File: src/rtl/shared_hpc3_mul_gfn.sv
// Masked GF(2^N) multiplier (HPC3 gadget) with one elastic register stage. Latency 1 cycle;
// a stalled result holds QxDO and drops InReadyxSO. Define HPC3_ZEROIZE_EN to clear shares on drain.
`timescale 1ns/1ps
module shared_hpc3_mul_gfn #(
  parameter int         N      = 4,
  parameter logic [8:0] POLY   = 9'h013,
  parameter int         SHARES = 2,
  localparam int        NP     = SHARES * (SHARES - 1) / 2
) (
  input  logic                  ClkxCI,
  input  logic                  RstxBI,
  input  logic                  InValidxSI,
  output logic                  InReadyxSO,
  input  logic [N*SHARES-1:0]   XxDI,
  input  logic [N*SHARES-1:0]   YxDI,
  input  logic [N*NP-1:0]       ZxDI,
  input  logic [N*NP-1:0]       RxDI,
  output logic                  OutValidxSO,
  input  logic                  OutReadyxSI,
  output logic [N*SHARES-1:0]   QxDO
);

  function automatic logic [N-1:0] gf_mul(input logic [N-1:0] a, input logic [N-1:0] b);
    logic [N-1:0] acc;
    logic [N-1:0] sh;
    acc = '0;
    sh  = a;
    for (int k = 0; k < N; k++) begin
      if (b[k]) acc = acc ^ sh;
      sh = {sh[N-2:0], 1'b0} ^ (sh[N-1] ? POLY[N-1:0] : {N{1'b0}});
    end
    return acc;
  endfunction

  function automatic int pidx(input int i, input int j);
    int lo;
    int hi;
    lo = (i < j) ? i : j;
    hi = (i < j) ? j : i;
    return lo + hi * (hi - 1) / 2;
  endfunction

  logic [N-1:0] ff_q [SHARES][SHARES];
  logic [N-1:0] ff_d [SHARES][SHARES];
  logic [N-1:0] b_q  [SHARES][SHARES];
  logic [N-1:0] b_d  [SHARES][SHARES];
  logic [N-1:0] xp_q [SHARES];
  logic [N-1:0] xp_d [SHARES];
  logic         vld_q, vld_d;
  logic         load;

  assign InReadyxSO  = ~vld_q | OutReadyxSI;
  assign OutValidxSO = vld_q;
  assign load        = InValidxSI & InReadyxSO;

  // Each cross term is registered on its own; nothing from two shares meets before a flop.
  always_comb begin
    ff_d  = ff_q;
    b_d   = b_q;
    xp_d  = xp_q;
    vld_d = vld_q;
    if (load) begin
      vld_d = 1'b1;
      for (int i = 0; i < SHARES; i++) begin
        xp_d[i] = XxDI[i*N +: N];
        for (int j = 0; j < SHARES; j++) begin
          if (i == j) begin
            ff_d[i][j] = gf_mul(XxDI[i*N +: N], YxDI[i*N +: N]);
            b_d[i][j]  = '0;
          end else begin
            ff_d[i][j] = gf_mul(XxDI[i*N +: N], ZxDI[pidx(i, j)*N +: N]) ^ RxDI[pidx(i, j)*N +: N];
            b_d[i][j]  = YxDI[j*N +: N] ^ ZxDI[pidx(i, j)*N +: N];
          end
        end
      end
    end else if (vld_q & OutReadyxSI) begin
      vld_d = 1'b0;
`ifdef HPC3_ZEROIZE_EN
      for (int i = 0; i < SHARES; i++) begin
        xp_d[i] = '0;
        for (int j = 0; j < SHARES; j++) begin
          ff_d[i][j] = '0;
          b_d[i][j]  = '0;
        end
      end
`endif
    end
  end

  always_ff @(posedge ClkxCI or negedge RstxBI) begin
    if (!RstxBI) begin
      vld_q <= 1'b0;
      for (int i = 0; i < SHARES; i++) begin
        xp_q[i] <= '0;
        for (int j = 0; j < SHARES; j++) begin
          ff_q[i][j] <= '0;
          b_q[i][j]  <= '0;
        end
      end
    end else begin
      vld_q <= vld_d;
      xp_q  <= xp_d;
      ff_q  <= ff_d;
      b_q   <= b_d;
    end
  end

  always_comb begin
    QxDO = '0;
    for (int i = 0; i < SHARES; i++) begin
      QxDO[i*N +: N] = ff_q[i][i];
      for (int j = 0; j < SHARES; j++) begin
        if (j != i) QxDO[i*N +: N] = QxDO[i*N +: N] ^ ff_q[i][j] ^ gf_mul(xp_q[i], b_q[i][j]);
      end
    end
  end

endmodule

File: config.mk
export PLATFORM = sky130hd
export DESIGN_NAME = shared_hpc3_mul_gfn
export DESIGN_NICKNAME = d
export VERILOG_FILES = /design/src/rtl/shared_hpc3_mul_gfn.sv
export SDC_FILE = /design/constraint.sdc
export NUM_CORES = 1
export LEC_CHECK = 0
export BUFFER_PORTS_ARGS = -buffer_cell sky130_fd_sc_hd__buf_2
export CORE_MARGIN = 2
export CORE_UTILIZATION = 59
export CTS_CLUSTER_DIAMETER = 100
export CTS_CLUSTER_SIZE = 8
export DETAILED_ROUTE_END_ITERATION = 8
export GPL_TIMING_DRIVEN = 1
export PLACE_DENSITY = 0.81
export SKIP_CTS_REPAIR_TIMING = 1
export SYNTH_ARGS = -nofsm -noshare
export SYNTH_HDL_FRONTEND = slang
export SYNTH_SLANG_ARGS = --single-unit
File: constraint.sdc
create_clock -name ClkxCI -period 1.8 [get_ports ClkxCI]
set_input_delay 0.27 -clock ClkxCI [delete_from_list [all_inputs] [get_ports ClkxCI]]
set_output_delay 0.27 -clock ClkxCI [all_outputs]
set_load 0.01 [all_outputs]
==> results of run 1 <==
==> sequential cells by signal (all words and copies together) (netlist names) <==
register     count
OutValidxSO      1
b_q              8
ff_q            16
xp_q             8
==> worst max-delay path: stages, from the launching register on <==
cell,delay [ps]
sky130_fd_sc_hd__dfrtp_2,460
sky130_fd_sc_hd__nor2b_1,230
sky130_fd_sc_hd__xor2_1,240
sky130_fd_sc_hd__a21oi_2,90
sky130_fd_sc_hd__xnor2_1,120
sky130_fd_sc_hd__buf_2,140
==> power breakdown <==
part	switching, mW	internal (mW)
Combinational	0.778	0.814
Clock	0.260	0.268
Sequential	0.174	0.892
Total	1.21	1.97
==> placed cells by master, fill, tap and decap left out, types with 2 or more instances in the layout <==
cell and instances:
sky130_fd_sc_hd__xor2_1 16, sky130_fd_sc_hd__inv_1 3, sky130_fd_sc_hd__nand2b_1 6, sky130_fd_sc_hd__a22oi_2 2, sky130_fd_sc_hd__clkbuf_8 5, sky130_fd_sc_hd__mux2i_1 3, sky130_fd_sc_hd__and4bb_2 2, sky130_fd_sc_hd__o21ai_1 8
sky130_fd_sc_hd__nor3_1 2, sky130_fd_sc_hd__or2_2 4, sky130_fd_sc_hd__dfrtp_2 11, sky130_fd_sc_hd__nor2_1 7, sky130_fd_sc_hd__nor3_2 2, sky130_fd_sc_hd__buf_4 7, sky130_fd_sc_hd__xor2_2 3, sky130_fd_sc_hd__nor2b_1 4
sky130_fd_sc_hd__a22oi_1 3, sky130_fd_sc_hd__o21ai_0 19, sky130_fd_sc_hd__a21oi_1 20, sky130_fd_sc_hd__dfrtp_1 22, sky130_fd_sc_hd__clkinv_2 2, sky130_fd_sc_hd__xnor2_1 84, sky130_fd_sc_hd__buf_2 37, sky130_fd_sc_hd__mux2_2 10
sky130_fd_sc_hd__nand2_1 96
==> final timing paths <==
kind / slack (ps) / depth (start not counted) / from / end
min in group ClkxCI: 200 / 2 / InValidxSI / OutValidxSO
max in group asynchronous: 1260 / 1 / RstxBI / xp_q[6]
hold reg to reg: 500 / 2 / ff_q[12] / ff_q[12]
setup reg to reg: 520 / 4 / OutValidxSO / xp_q[5]
setup / recovery: -30 / 5 / xp_q[4] / QxDO[3]
hold / removal: 40 / 1 / RstxBI / ff_q[0]
==> per-layer routing <==
layer	track usage, %	up-vias	routed length (µm)
met5	0	-	0
met4	7.54	0	104
met3	2.54	10	221
met2	36.9	55	2960
met1	34.5	1135	2820
li1	-	1218	-
==> logic make-up (layout without fill, tap and decap cells) <==
kind of cell	count (synthesis)	after routing	share of synthesized area (%)
compound gates	59	59	11.9
xor+xnor	103	103	30.9
flops	33	33	27.8
mux	14	14	5.31
buf+inv	32	58	5.48
simple gates	126	126	18.6
==> final cells by class <==
cell class,count,area [µm²]
sequential,33,840
clock inverter,2,10.0
clock buffer,6,72.6
fill,388,1500
timing repair buffer,47,274
inverter,3,11.3
multi-input combinational,302,2000
tap,67,83.8
==> through the flow <==
step	hold slack, ps	std cells
6_report	37.3	460
3_3_place_gp	354	445
5_1_grt	90.6	460
2_1_floorplan	-25.6	367
4_1_cts	56.0	453
3_5_place_dp	359	445
==> impl_metrics.py, run 1 <==
metrics = {
    "run_status": {
        "status": "complete, but fails checks",
        "violations": "negative setup slack",
    },
    "finish": {
        "layout.core_utilization_pct": 68.7,
        "num-nets-final": 420,
        "area_growth_syn_to_layout_pct": 10.7,
        "num_antenna_cells": 0,
        "post_route_cells_drive_above_1_share_pct": 23.7,
        "layout.cell_area.non_filler_mm2": 0.00329,
    },
    "critical_path": {
        "critical_path_arrival_ps": 1560,
        "crit_required_ps": 1530,
        "endpoint_kind": "output pin",
        "crit_path_start_kind": "flop",
        "critical_path_peak_fanout": 5,
        "critical_path_class": "flop to output pin",
    },
    "die": {
        "placementRows": 25,
        "die_width_um": 74.9,
        "initial_core_util_pct": 62.0,
        "placeable_core_area_mm2": 0.00479,
        "height_of_the_die_um": 74.9,
        "boundaryPins": 38,
        "die_area_mm2": 0.00562,
    },
    "clock_tree": {
        "tritoncts": "yes",
        "cts_buffers": 5,
        "later_pin_clock_latency_in_the_skew_report_ps": 280,
        "clkSinkCount": 33,
        "clk_transition_reported_paths_ps": 70,
        "cts_htree_levels": 2,
        "cts_max_path_buffers": 2,
        "clock-root-buffer": "sky130_fd_sc_hd__clkbuf_8",
    },
    "timing": {
        "report.final.hold_viol_count": 0,
        "final.min_clock_period_ps": 1830,
        "achievable-frequency_mhz": 546,
        "setup_violations": 3,
        "max_slew_violation_count": 0,
        "tns_ps": -77.1,
        "timing.final.crit_share_pct": 102,
        "final_critical_path_setup_slack_ps": -32.6,
        "timing.max_slew.rel_slack_pct": 52.3,
        "max_slew.worst_pin.slew_ps": 715,
        "rsz0062_at_grt": "yes",
        "clock_skew_ps": 2.08,
    },
    "synth": {
        "yosys.cell_types.count": 35,
        "post-synth-top-count-cell": "sky130_fd_sc_hd__nand2_1",
        "postSynthAreaPerCell_um2": 8.09,
        "post-synth-top-area-fraction_pct": 27.8,
        "synth_warnings": 0,
        "synth_edf_count": 0,
        "synthTopCellsByArea": "sky130_fd_sc_hd__dfrtp_1 28%, sky130_fd_sc_hd__xnor2_1 25%, sky130_fd_sc_hd__nand2_1 12%",
        "synth_seq_cells": 33,
        "synthesis.area_mm2": 0.00297,
        "postSynth.topFlopCell": "sky130_fd_sc_hd__dfrtp_1",
        "ys_async_sr_fraction_pct": 100,
        "top_cell_type_by_total_area_after_synthesis": "sky130_fd_sc_hd__dfrtp_1",
        "syn-instance-count": 367,
        "synth_seq_area_share_pct": 27.8,
        "top_post_synthesis_cells_by_count": "96 x sky130_fd_sc_hd__nand2_1, 84 x sky130_fd_sc_hd__xnor2_1, 33 x sky130_fd_sc_hd__dfrtp_1, 21 x sky130_fd_sc_hd__a21oi_1, 21 x sky130_fd_sc_hd__o21ai_0",
        "postSynthNetCount": 395,
    },
    "detailed_routing": {
        "wl_um": 6100,
        "drtAntennaViolNets": 0,
        "route.detailed.drc": 0,
        "route.detailed.wl_per_inst_um": 13.3,
        "num_vias": 2418,
        "initialDrtViolationCount": 143,
        "post_drt_via_cell_ratio": 5.26,
        "drt-pass1-iter-count": 4,
    },
    "job": {
        "maxCapViolations": 0,
    },
    "global_routing": {
        "first_global_vias": 2239,
        "maximum_number_of_pins_on_one_net_before_global_route_repair": 57,
        "grt_first_pass_wirelength_um": 10300,
        "global_route_overflow": 0,
        "grt_use_total_pct": 23.7,
        "antenna_violations_before_repair": 0,
    },
    "power_and_ir_drop": {
        "power.density_cell_area_mw_per_mm2": 969,
        "max_rail_drop_vdd_v": 0.000373,
        "finalPower_mw": 3.19,
        "total_leakage_power_nw": 1.37,
    },
    "placed_design": {
        "gp_congestion": 0.833,
        "place_worst_setup_slack_ps": 204,
        "buffer_ports.inserted": 37,
        "dp_hpwl_um": 4370,
        "placement_stage_cell_area_mm2": 0.00312,
    },
    "min_path": {
        "hp-class": "primary input to async pin",
    },
}
Power figures use the tool's default switching activity.
==> run 2, diff against run 1 <==
==> constraint.sdc (replaced) <==
create_clock -name ClkxCI -period 1.8 [get_ports ClkxCI]
set_input_delay 0.36 -clock ClkxCI [delete_from_list [all_inputs] [get_ports ClkxCI]]
set_output_delay 0.36 -clock ClkxCI [all_outputs]
set_load 0.01 [all_outputs]
==> impl_metrics.py, run 2 (synthesized netlist as in run 1, its figures left out) <==
metrics = {
    "power_and_ir_drop": {
        "total_leakage_power_nw": 1.44,
        "power_switching_share_pct": 36.1,
        "part_of_the_total_power_dissipated_in_the_clock_network_pct": 20.9,
        "internal_power_mw": 2.22,
        "seqPwrFrac_pct": 30.8,
        "max_rail_drop_vdd_v": 0.000458,
        "switching_power_mw": 1.25,
        "power.density_cell_area_mw_per_mm2": 1010,
        "combinationalPowerShare_pct": 48.3,
    },
    "timing": {
        "achievable-frequency_mhz": 513,
        "final_critical_path_setup_slack_ps": -149,
        "setup_violations": 7,
        "report.final.hold_viol_count": 0,
        "timing.final.crit_share_pct": 108,
        "clock_skew_ps": 3.41,
        "max_slew.worst_pin.slew_ps": 685,
        "timing.max_slew.rel_slack_pct": 54.4,
        "hold_slack_ps": 110,
        "max_slew_violation_count": 0,
        "final.min_clock_period_ps": 1950,
        "rsz0062_at_grt": "yes",
        "tns_ps": -587,
    },
    "critical_path": {
        "critical-path-max-stage-delay_ps": 470,
        "crit_required_ps": 1440,
        "crit_path_start_kind": "flop",
        "worst-r2r-setup-slack_ps": 470,
        "regToRegStartpoint": "OutValidxSO",
        "rr_worst_depth": 4,
        "capture_point_of_the_worst_reg_to_reg_path": "xp_q[7]",
        "worst_path_dominant_cell_family": "flip-flops",
        "crit_chain": "xor2_1 > nor2_1 > a21oi_1 > a22oi_1 > xnor2_1 > buf_2",
        "critical_path_arrival_ps": 1590,
        "critical_path_class": "flop to output pin",
        "worst-path-buf-inv": 1,
        "endpoint_kind": "output pin",
        "slowest_stage": "sky130_fd_sc_hd__dfrtp_2",
        "critical_path_peak_fanout": 7,
        "worst_setup_path_startpoint": "xp_q[2]",
    },
    "global_routing": {
        "antenna_violations_before_repair": 0,
        "grt_first_pass_wirelength_um": 10000,
        "maximum_number_of_pins_on_one_net_before_global_route_repair": 57,
        "grt_use_total_pct": 23.4,
        "first_global_vias": 2170,
        "global_route_overflow": 0,
    },
    "finish": {
        "final_cell_mix": "95 x sky130_fd_sc_hd__nand2_1, 82 x sky130_fd_sc_hd__xnor2_1, 37 x sky130_fd_sc_hd__buf_2",
        "num_antenna_cells": 0,
        "multiInputGateArea_mm2": 0.00203,
        "largest_registers": "ff_q x16, b_q x8, xp_q x8",
        "area_growth_syn_to_layout_pct": 15.5,
        "fillCellCount": 372,
        "largest_register_ffs": 16,
        "layout.core_utilization_pct": 71.7,
        "registers.top_by_ff_count": "ff_q",
        "post_route_cells_drive_above_1_share_pct": 27.4,
        "num-nets-final": 429,
        "most_common_cell_after_layout_fill_and_taps_aside": "sky130_fd_sc_hd__nand2_1",
        "sequential_cell_area_um2": 841,
    },
    "die": {
        "die_area_mm2": 0.00562,
        "die_width_um": 74.9,
        "placeable_core_area_mm2": 0.00479,
        "boundaryPins": 38,
        "initial_core_util_pct": 62.0,
        "placementRows": 25,
        "height_of_the_die_um": 74.9,
    },
    "detailed_routing": {
        "route.detailed.drc": 0,
        "drtAntennaViolNets": 0,
        "drt-pass1-iter-count": 4,
        "post_drt_via_cell_ratio": 5.20,
        "initialDrtViolationCount": 157,
        "wl_um": 6130,
        "route.detailed.wl_per_inst_um": 13.1,
        "num_vias": 2439,
    },
    "clock_tree": {
        "clock-root-buffer": "sky130_fd_sc_hd__clkbuf_8",
        "cts_htree_levels": 2,
        "cts_max_path_buffers": 2,
        "clk_transition_reported_paths_ps": 70,
        "later_pin_clock_latency_in_the_skew_report_ps": 290,
        "clkSinkCount": 33,
        "cts_buffers": 5,
        "tritoncts": "yes",
    },
    "job": {
        "maxCapViolations": 0,
    },
    "placed_design": {
        "gp_congestion": 0.902,
        "dp_hpwl_um": 4320,
        "buffer_ports.inserted": 37,
    },
    "run_status": {
        "status": "complete, but fails checks",
        "violations": "negative setup slack",
    },
    "min_path": {
        "hp-class": "primary input to async pin",
    },
}
run 2: cell types whose count changed in the layout (fill, tap and decap cells not counted), moves of 2 or more:
cell                       before  now
sky130_fd_sc_hd__xnor2_1       84   82
sky130_fd_sc_hd__clkinv_2       2    0
sky130_fd_sc_hd__xnor2_2        0    2
sky130_fd_sc_hd__buf_4          7   18
run 2: through the flow:
step                instance area (µm²)  power, mW  std cells  setup slack [ps]
floorplan                          2970       2.22        367               231
global placement                   3140       2.57        448               160
detailed placement                 3140       2.61        448               124
CTS                                3260       3.33        456              -202
global route                       3430       3.72        469              -241
finish                             3430       3.48        469              -149
run 2: how the worst max path moves through the flow:
stage	to	cells after the start
5_1_grt	QxDO[6]	6
3_3_place_gp	QxDO[2]	6
2_1_floorplan	QxDO[2]	6
6_report	QxDO[6]	6
4_1_cts	QxDO[2]	6
3_5_place_dp	QxDO[2]	6
run 2: power groups by stage:
| stage | clock, mW | sequential (mW) | combinational [mW] |
|---|---|---|---|
| finish | 0.725 | 1.07 | 1.68 |
| global route | 0.766 | 1.09 | 1.86 |
| CTS | 0.730 | 1.05 | 1.55 |
| detailed placement | 0 | 1.07 | 1.54 |
| global placement | 0 | 1.05 | 1.52 |
| floorplan | 0 | 0.986 | 1.23 |
run 2: layer usage:
| metal | wire length [µm] | GRT usage [%] | up-vias |
|---|---|---|---|
| li1 | - | - | 1242 |
| met1 | 2800 | 33.5 | 1128 |
| met2 | 2980 | 36.4 | 55 |
| met3 | 208 | 2.41 | 14 |
| met4 | 136 | 9.33 | 0 |
| met5 | 0 | 0 | - |
run 2: worst register-to-register path: stages (launching register included):
cell	delay, ps
sky130_fd_sc_hd__dfrtp_1	350
sky130_fd_sc_hd__nand2b_1	100
sky130_fd_sc_hd__nand2_1	140
sky130_fd_sc_hd__buf_12	230
sky130_fd_sc_hd__mux2_2	390
run 2: layout make-up:
| cell class | instances | share of cell area [%] |
|---|---|---|
| Clock buffer | 6 | 2.41 |
| Timing Repair Buffer | 56 | 9.92 |
| Tap cell | 67 | 2.44 |
| Multi-Input combinational cell | 302 | 59.3 |
| Sequential cell | 33 | 24.5 |
| Inverter | 3 | 0.328 |
| Clock inverter | 2 | 1.09 |
==> run 3, diff against run 2 <==
- CORE_UTILIZATION: 59 -> 51
- PLACE_DENSITY: 0.81 -> 0.72
==> impl_metrics.py, run 3 (synthesized netlist as in run 1, its figures left out) <==
metrics = {
    "detailed_routing": {
        "num_vias": 2403,
        "post_drt_via_cell_ratio": 5.09,
        "route.detailed.wl_per_inst_um": 12.8,
        "drt-pass1-iter-count": 4,
        "route.detailed.drc": 0,
        "wl_um": 6060,
        "initialDrtViolationCount": 178,
        "drtAntennaViolNets": 0,
    },
    "finish": {
        "most_common_cell_after_layout_fill_and_taps_aside": "sky130_fd_sc_hd__nand2_1",
        "num_antenna_cells": 0,
        "largest_register_ffs": 16,
        "post_route_cells_drive_above_1_share_pct": 26.5,
        "area_growth_syn_to_layout_pct": 14.6,
        "registers.top_by_ff_count": "ff_q",
        "layout.cells.non_filler": 472,
        "num-nets-final": 427,
        "largest_registers": "ff_q x16, b_q x8, xp_q x8",
        "final_cell_mix": "96 x sky130_fd_sc_hd__nand2_1, 83 x sky130_fd_sc_hd__xnor2_1, 37 x sky130_fd_sc_hd__buf_2",
    },
    "timing": {
        "setup_violations": 7,
        "tns_ps": -513,
        "rsz0062_at_grt": "yes",
        "clock_skew_ps": 3.60,
        "report.final.hold_viol_count": 0,
        "timing.final.crit_share_pct": 106,
        "max_slew.worst_pin.slew_ps": 720,
        "hold_slack_ps": 129,
        "final.min_clock_period_ps": 1900,
        "achievable-frequency_mhz": 525,
        "final_critical_path_setup_slack_ps": -104,
        "timing.max_slew.rel_slack_pct": 52.0,
        "max_slew_violation_count": 0,
    },
    "clock_tree": {
        "clk_transition_reported_paths_ps": 70,
        "clock-root-buffer": "sky130_fd_sc_hd__clkbuf_8",
        "cts_htree_levels": 2,
        "clkSinkCount": 33,
        "cts_buffers": 5,
        "cts_max_path_buffers": 2,
        "later_pin_clock_latency_in_the_skew_report_ps": 280,
        "tritoncts": "yes",
    },
    "critical_path": {
        "endpoint_kind": "output pin",
        "slowest_stage": "sky130_fd_sc_hd__dfrtp_1",
        "critical-path-max-stage-delay_ps": 410,
        "crit_path_start_kind": "flop",
        "critical_path_class": "flop to output pin",
        "critical_path_peak_fanout": 4,
        "crit_required_ps": 1440,
        "critical_path_arrival_ps": 1540,
        "crit_chain": "mux2_2 > a22oi_1 > xnor2_1 > buf_2",
    },
    "die": {
        "boundaryPins": 38,
        "initial_core_util_pct": 53.3,
        "placeable_core_area_mm2": 0.00557,
        "placementRows": 27,
        "die_area_mm2": 0.00645,
        "height_of_the_die_um": 80.3,
        "die_width_um": 80.3,
    },
    "placed_design": {
        "gp_congestion": 0.843,
        "dp_hpwl_um": 4480,
        "buffer_ports.inserted": 37,
        "placed_cells_incl_taps": 455,
    },
    "run_status": {
        "status": "complete, but fails checks",
        "violations": "negative setup slack",
    },
    "power_and_ir_drop": {
        "finalPower_mw": 3.32,
        "total_leakage_power_nw": 1.43,
        "power.density_cell_area_mw_per_mm2": 975,
        "max_rail_drop_vdd_v": 0.000477,
    },
    "global_routing": {
        "global_route_overflow": 0,
        "first_global_vias": 2122,
        "maximum_number_of_pins_on_one_net_before_global_route_repair": 45,
        "grt_first_pass_wirelength_um": 9950,
        "grt_use_total_pct": 19.8,
        "antenna_violations_before_repair": 0,
    },
    "min_path": {
        "hp-class": "primary input to async pin",
    },
    "job": {
        "maxCapViolations": 0,
    },
}
-- run 3: cell types whose count changed in the layout (fill, tap and decap cells not counted), sizes merged --
cell          delta
buf              -4
dlymetal6s2s     +1
bufinv           -1
clkbuf           +2
clkinv           +1
clkinvlp         -1
-- run 3: cell type report --
type / instances / area (µm²)
Clock buffer: 7 / 96.3
Sequential cell: 33 / 841
Timing Repair Buffer: 54 / 328
Multi-Input combinational cell: 302 / 2030
Clock inverter: 1 / 5.00
Inverter: 3 / 11.3
Tap cell: 72 / 90.1
Fill cell: 468 / 2170
-- run 3: stage by stage --
stage | setup slack [ps] | utilization, % | cell area, µm²
floorplan | 231 | - | 2970
global placement | 155 | 56.8 | 3170
detailed placement | 113 | 56.8 | 3170
CTS | -192 | 58.6 | 3270
global route | -214 | 61.0 | 3400
finish | -104 | 61.0 | 3400
-- run 3: layer usage --
layer  global-route usage, %  vias to the layer above  share of wire (%)
li1                        -                     1234                  -
met1                    27.4                     1107                 47
met2                    31.7                       54                 48
met3                    2.47                        8                3.6
met4                    6.95                        0                1.5
met5                       0                        -                  0
-- run 3: power breakdown --
part,leakage [nW],internal (mW),switching (mW)
clock network,0.0542,0.345,0.259
logic,0.986,0.864,0.786
registers,0.388,0.892,0.171
total,1.43,2.10,1.22
-- run 3: final timing paths --
check / startpoint / end / slack [ps] / cells past startpoint
setup reg to reg: OutValidxSO / xp_q[6] / 570 / 4
min in group ClkxCI: InValidxSI / OutValidxSO / 290 / 2
setup / recovery: b_q[7] / QxDO[7] / -100 / 4
max in group asynchronous: RstxBI / xp_q[7] / 1160 / 1
hold / removal: RstxBI / ff_q[1] / 130 / 1
hold reg to reg: ff_q[4] / ff_q[4] / 500 / 2
-- run 3: worst max-delay path: cells and delay by family (launching register included) --
| kind | cells | cell delay [ps] |
|---|---|---|
| buffers and inverters | 1 | 150 |
| AO/OA/AOI/OAI | 1 | 220 |
| multiplexers | 1 | 350 |
| flip-flops | 1 | 410 |
| XOR/XNOR | 1 | 150 |
